File: config.mk
export PLATFORM = sky130hd
export DESIGN_NAME = countdown_timer_flat
export DESIGN_NICKNAME = d
export VERILOG_FILES = /design/src/rtl/countdown_timer_if.sv /design/src/rtl/countdown_timer.sv /design/src/flat_wrapper.sv
export SDC_FILE = /design/constraint.sdc
export NUM_CORES = 1
export LEC_CHECK = 0
export ABC_AREA = 1
export BUFFER_PORTS_ARGS = -buffer_cell sky130_fd_sc_hd__buf_4
export CORE_MARGIN = 2
export CORE_UTILIZATION = 45
export DETAILED_ROUTE_END_ITERATION = 6
export PLACE_DENSITY_LB_ADDON = 0.08
export SYNTH_ARGS = -nofsm -noshare
export SYNTH_HDL_FRONTEND = slang
export SYNTH_SLANG_ARGS = --single-unit
File: constraint.sdc
create_clock -name clock -period 1.7 [get_ports clock]
set_clock_uncertainty 0.2 [all_clocks]
set_input_delay 0.17 -clock clock [delete_from_list [all_inputs] [get_ports clock]]
set_output_delay 0.17 -clock clock [all_outputs]
set_load 0.05 [all_outputs]
File: src/rtl/countdown_timer_if.sv
// Control/status bundle between a countdown_timer and whatever drives it.
// The master loads and starts the timer; the slave (the timer) reports time and status.
interface countdown_timer_if;
  logic        load;
  logic [15:0] load_value;
  logic        start;
  logic [15:0] count;
  logic        running;
  logic        done;
  logic        expire;

  modport master (
    output load, load_value, start,
    input  count, running, done, expire
  );

  modport slave (
    input  load, load_value, start,
    output count, running, done, expire
  );
endinterface

File: src/rtl/countdown_timer.sv
// Four-digit BCD MM:SS countdown timer with an integrated tick prescaler.
// Loads a clamped preset, decrements once per TICK_DIV clocks, and flags expiry at 00:00.
module countdown_timer #(
  parameter int unsigned TICK_DIV = 524288
) (
  input  logic             clock,
  input  logic             reset,
  countdown_timer_if.slave bus
);

  localparam int unsigned     PW         = $clog2(TICK_DIV);
  localparam logic [PW-1:0]   PRESC_LAST = PW'(TICK_DIV - 1);
  localparam logic [PW-1:0]   PRESC_ZERO = {PW{1'b0}};

  typedef enum logic [1:0] {
    IDLE   = 2'd0,
    RUN    = 2'd1,
    PAUSED = 2'd2,
    DONE   = 2'd3
  } state_e;

  state_e        state_q, state_d;
  logic [15:0]   count_q, count_d;
  logic [PW-1:0] presc_q, presc_d;
  logic          running_q, running_d;
  logic          done_q, done_d;
  logic          expire_q, expire_d;

  logic          tick;
  logic [15:0]   count_dec;
  logic [15:0]   load_clamped;

  function automatic logic [3:0] clamp_digit(input logic [3:0] d, input logic [3:0] max_d);
    return (d > max_d) ? max_d : d;
  endfunction

  function automatic logic [15:0] clamp_bcd(input logic [15:0] v);
    return {clamp_digit(v[15:12], 4'd5), clamp_digit(v[11:8], 4'd9),
            clamp_digit(v[7:4], 4'd5),   clamp_digit(v[3:0], 4'd9)};
  endfunction

  // One-second BCD decrement with borrow through ss and mm digit pairs.
  function automatic logic [15:0] bcd_dec(input logic [15:0] v);
    logic [15:0] r;
    r = v;
    if (v[3:0] != 4'd0) begin
      r[3:0] = v[3:0] - 4'd1;
    end else begin
      r[3:0] = 4'd9;
      if (v[7:4] != 4'd0) begin
        r[7:4] = v[7:4] - 4'd1;
      end else begin
        r[7:4] = 4'd5;
        if (v[11:8] != 4'd0) begin
          r[11:8] = v[11:8] - 4'd1;
        end else begin
          r[11:8] = 4'd9;
          r[15:12] = (v[15:12] != 4'd0) ? (v[15:12] - 4'd1) : 4'd0;
        end
      end
    end
    return r;
  endfunction

  assign tick         = (state_q == RUN) && (presc_q == PRESC_LAST);
  assign count_dec    = bcd_dec(count_q);
  assign load_clamped = clamp_bcd(bus.load_value);

  always_ff @(posedge clock or negedge reset) begin
    if (!reset) begin
      state_q   <= IDLE;
      count_q   <= 16'h0000;
      presc_q   <= PRESC_ZERO;
      running_q <= 1'b0;
      done_q    <= 1'b0;
      expire_q  <= 1'b0;
    end else begin
      state_q   <= state_d;
      count_q   <= count_d;
      presc_q   <= presc_d;
      running_q <= running_d;
      done_q    <= done_d;
      expire_q  <= expire_d;
    end
  end

  // Expiry outranks a same-cycle pause so RUN can never hold 00:00.
  always_comb begin
    state_d = state_q;
    case (state_q)
      IDLE: begin
        if (bus.load) begin
          state_d = IDLE;
        end else if (bus.start && (count_q != 16'h0000)) begin
          state_d = RUN;
        end else begin
          state_d = IDLE;
        end
      end
      RUN: begin
        if (tick && (count_dec == 16'h0000)) begin
          state_d = DONE;
        end else if (bus.start) begin
          state_d = PAUSED;
        end else begin
          state_d = RUN;
        end
      end
      PAUSED: begin
        if (bus.load) begin
          state_d = IDLE;
        end else if (bus.start) begin
          state_d = RUN;
        end else begin
          state_d = PAUSED;
        end
      end
      DONE: begin
        if (bus.load) begin
          state_d = IDLE;
        end else begin
          state_d = DONE;
        end
      end
      default: state_d = IDLE;
    endcase
  end

  always_comb begin
    count_d  = count_q;
    presc_d  = presc_q;
    expire_d = 1'b0;
    case (state_q)
      IDLE: begin
        presc_d = PRESC_ZERO;
        if (bus.load) begin
          count_d = load_clamped;
        end else begin
          count_d = count_q;
        end
      end
      RUN: begin
        // The prescaler keeps advancing on a pause cycle; only PAUSED freezes it.
        if (tick) begin
          presc_d  = PRESC_ZERO;
          count_d  = count_dec;
          expire_d = (count_dec == 16'h0000);
        end else begin
          presc_d  = presc_q + PW'(1);
          count_d  = count_q;
        end
      end
      PAUSED: begin
        if (bus.load) begin
          count_d = load_clamped;
          presc_d = PRESC_ZERO;
        end else begin
          count_d = count_q;
          presc_d = presc_q;
        end
      end
      DONE: begin
        presc_d = PRESC_ZERO;
        if (bus.load) begin
          count_d = load_clamped;
        end else begin
          count_d = 16'h0000;
        end
      end
      default: begin
        count_d = 16'h0000;
        presc_d = PRESC_ZERO;
      end
    endcase
    running_d = (state_d == RUN);
    done_d    = (state_d == DONE);
  end

  assign bus.count   = count_q;
  assign bus.running = running_q;
  assign bus.done    = done_q;
  assign bus.expire  = expire_q;

endmodule

File: src/flat_wrapper.sv
// flat-port wrapper written by rule: the top's interface ports become plain ports
module countdown_timer_flat 
#(
  parameter int unsigned TICK_DIV = 524288
)
  (clock, reset, bus_load, bus_load_value, bus_start, bus_count, bus_running, bus_done, bus_expire);
  countdown_timer_if bus_i ();
  input  logic clock;
  input  logic reset;
  input wire logic [$bits(bus_i.load)-1:0] bus_load;
  input wire logic [$bits(bus_i.load_value)-1:0] bus_load_value;
  input wire logic [$bits(bus_i.start)-1:0] bus_start;
  output wire logic [$bits(bus_i.count)-1:0] bus_count;
  output wire logic [$bits(bus_i.running)-1:0] bus_running;
  output wire logic [$bits(bus_i.done)-1:0] bus_done;
  output wire logic [$bits(bus_i.expire)-1:0] bus_expire;
  assign bus_i.load = bus_load;
  assign bus_i.load_value = bus_load_value;
  assign bus_i.start = bus_start;
  assign bus_count = bus_i.count;
  assign bus_running = bus_i.running;
  assign bus_done = bus_i.done;
  assign bus_expire = bus_i.expire;
  countdown_timer #(.TICK_DIV(TICK_DIV)) u_core (.clock(clock), .reset(reset), .bus(bus_i));
endmodule
==> results.md <==
* Share of cells above drive strength 1 at 0.527
* CP dominant cell by count: nor2_4
* DRT Wirelength at 7890 microns
* CP required at 1.74 ns
* Clock Sinks at 40
* Compound-Gate Fraction of Synth Area at 0.157
* Slew HR at 0.656
* Antenna violations before repair at 0
* RSZ-0062 raised after global routing: yes
* Post-synth top flop: dfrtp_1
* ANT nets after route at 0
* Reg-to-Reg Start: u_core.bus.count[4]
* Main combinational cell family by area after synthesis: simple AND/OR/NAND/NOR gates
* Largest area contributor in the netlist: dfrtp_1
* Worst Hold End: u_core.bus.count[13]
* Final #Nets at 487
* DRC at 0
* Final setup vio count at 36
* Seq/Total Area, Yosys at 0.407
* Reg clk slew, reported paths at 0.08 ns
* Syn_area_per_cell at 7.43 sq um
* Synth Area in XOR/XNOR at 0.0214
* Total track usage at 0.253
* Buf+Inv Stages, Crit Path at 0
* Ports at 39
* H-Tree Depth at 2
* Worst vdd ir at 1.20 mV
* Final min period at 1.94 ns
* Die ar. at 6070 sq um
* Worst-skew pair later-pin latency at 0.31 ns
* Largest net degree at the start of global routing at 41
* Flop-to-flop setup slack at -0.24 ns
* Core ar. at 5200 sq um
* Worst r2r dst: u_core.bus.expire
* Number of detailed-route iterations in the first pass at 5
* Final clock period utilization by the worst path at 1.14
* Pwr Total at 0.00716 W
* Post-Syn Area at 2460 sq um
* Delay-heaviest family, CP: simple AND/OR/NAND/NOR gates
* Crit path max fanout at 3
* Via-to-Cell Ratio at 5.23
* Crit-path cells: nor2_4, nand2_4, nor2_4, nand4_1, nand2_1, nand2_2, nor4_2, nand3_1, nor2_1
* Yosys cell types at 40
* Area growth, synth to finish at 66.2%
* Vias in the first global route at 2634
* Async SR Flop Fraction at 1.00
* Die Ht at 77.9 microns
* Hold path depth at 3
* Initial Util at 0.472
* Gpl congestion at 0.864
* Failing checks: hold timing, setup timing
* Port bufs at 38
* Max-Cap Viols at 0
* Syn Inst Count at 331
* Die W at 77.9 microns
* Synth warnings at 0
* Outcome: finished, violations left
* Hold Crit Start: bus_load_value[13]
* First-pass GRT wire length at 12100 microns
* Number of synthesized flops with an enable pin at 0
* Post-synthesis mux area share at 0
* Max-slew violation count at 0
* Worst Setup End Kind: flop
* Synth Area in Adders at 0.00509
* Ant diodes at 0
* Routed len/inst at 14.7 microns
* Gr ovfl total at 0
* Detailed Place HPWL at 4920 microns
* Slowest stage cell, crit path: dfrtp_2
* Post-synth top area share at 0.407
* R2R depth at 9
* CTS root buffer: clkbuf_8
* Largest cells by area after synthesis: dfrtp_1 (41%), nand2_1 (12%), nor2_1 (6.7%)
* Iteration-0 DRC count of the detailed router at 163
* Leakage at 1.86 nW
* Crit Path Category: flop to flop
* Max incr delay on CP at 0.43 ns
* CTS Buffer Depth at 2
* Max Freq at 0.515 GHz
* Simple-Gate Fraction of Synth Area at 0.332
* Final worst setup slack at -0.242 ns
* FP Rows at 26
* Nature of the critical path startpoint: flop
* Actual slew at the worst max-slew pin at 0.516 ns
* Hold Crit Class: input pin to flop
* Register bit total from synthesis at 40
* Min Hold Slack at -0.00272 ns
* CTS tree: done
* Via count at 2807
* Syn Nets at 352
* Final Hold Fails at 1
* CTS buffer count at 5
* Worst EP arrival at 1.98 ns
* Pwr/cell area at 1750 nW/um^2
metrics by stage:
stage / utilization / setup slack, ns / instances / setup TNS [ns] / cell area [sq um]
after floorplan: - / -0.213 / 331 / -2.14 / 2530
after global placement: 0.647 / -0.186 / 501 / -3.65 / 3370
after detailed placement: 0.647 / -0.220 / 501 / -4.84 / 3370
after CTS: 0.728 / -0.179 / 530 / -3.17 / 3790
after global routing: 0.785 / -0.362 / 537 / -8.39 / 4090
final: 0.785 / -0.242 / 537 / -4.64 / 4090
cell usage in the layout, fill, tap and decap left out, drive strengths merged, types with 2 or more instances in the layout:
cell type	count
o211ai	2
buf	128
nor2	58
a32oi	3
a2bb2oi	2
nor4	2
xor2	5
a21oi	13
dlygate4sd3	5
a22oi	3
nand2	82
dfrtp	40
nand3	17
nor3	7
o21ai	27
a221oi	3
or2	2
o22ai	3
a31oi	3
inv	40
clkinv	2
nand4	6
clkbuf	6
synthesized netlist by cell type, types with 2 or more instances:
master     count
nand2_1       76
nor2_4         3
nor3_1         7
nand3_1       15
inv_1         35
nor2_8         2
a21oi_1       12
nand3_2        2
o211ai_1       2
nand2_2        5
nor2_1        44
nand4_1        6
dfrtp_1       40
o21ai_1       13
nor4_1         2
a221oi_1       3
xor2_1         5
o21ai_0       13
o22ai_1        3
inv_2          6
a2bb2oi_1      2
nor2_2         8
buf_2          3
a22oi_1        3
a32oi_1        3
or2_2          2
a31oi_1        3
cell families (layout without fill, tap and decap cells):
logic type / after synthesis / after routing
AND/OR/NAND/NOR: 174 / 175
flip-flops: 40 / 40
buffers and inverters: 47 / 182
adder cells (fa/ha/maj): 1 / 1
XOR/XNOR: 6 / 6
AO/OA/AOI/OAI: 63 / 63
per-layer routing:
layer / track usage / part of all wire / vias up
li1: - / - / 1364
met1: 0.343 / 0.44 / 1338
met2: 0.417 / 0.50 / 84
met3: 0.0326 / 0.042 / 21
met4: 0.0860 / 0.021 / 0
met5: 0 / 0 / -
layout make-up:
cell class              count  area (sq um)
multi-input cells         245          1640
well taps                  70          87.6
clock buffers               6          82.6
flip-flops and latches     40          1020
repair buffers            133          1050
clock inverters             2          38.8
fillers                   349          1120
inverters                  41           176
worst max-delay path by stage:
stage	slack, ns	to	depth (start not counted)	from
3_3_place_gp	-0.19	u_core.bus.running	12	u_core.presc_q[0]
4_1_cts	-0.18	u_core.bus.running	13	u_core.bus.count[5]
5_1_grt	-0.36	u_core.bus.expire	9	u_core.bus.count[2]
3_5_place_dp	-0.22	u_core.bus.running	12	u_core.presc_q[1]
6_report	-0.24	u_core.bus.expire	9	u_core.bus.count[4]
2_1_floorplan	-0.21	u_core.bus.running	12	u_core.bus.count[3]
power by group:
group	switching (W)	total [W]	internal (W)
combinational	0.00294	0.00494	0.00199
sequential	0.000170	0.00137	0.00120
clock	0.000375	0.000855	0.000481
total	0.00349	0.00716	0.00367
worst min-delay path, stage by stage:
cell and delay, ns:
buf_4 0.08, a32oi_1 0.08, o21ai_1 0.13
flip-flops by register name, indices dropped and copies added (netlist names):
name / flops
u_core.presc_q: 19
u_core.bus.count: 16
u_core.state_q: 2
u_core.bus.done: 1
u_core.bus.expire: 1
u_core.bus.running: 1
timing repair:
action | 4_1_cts | 5_1_grt
resized for setup | 40 | 58
pin swaps | 18 | 16
cloned | 1 | 0
hold endpoints to repair | 44 | 0
setup endpoints to repair | 38 | 39
hold buffers | 5 | 0
buffers inserted | 15 | 7
Power figures use the tool's default switching activity.
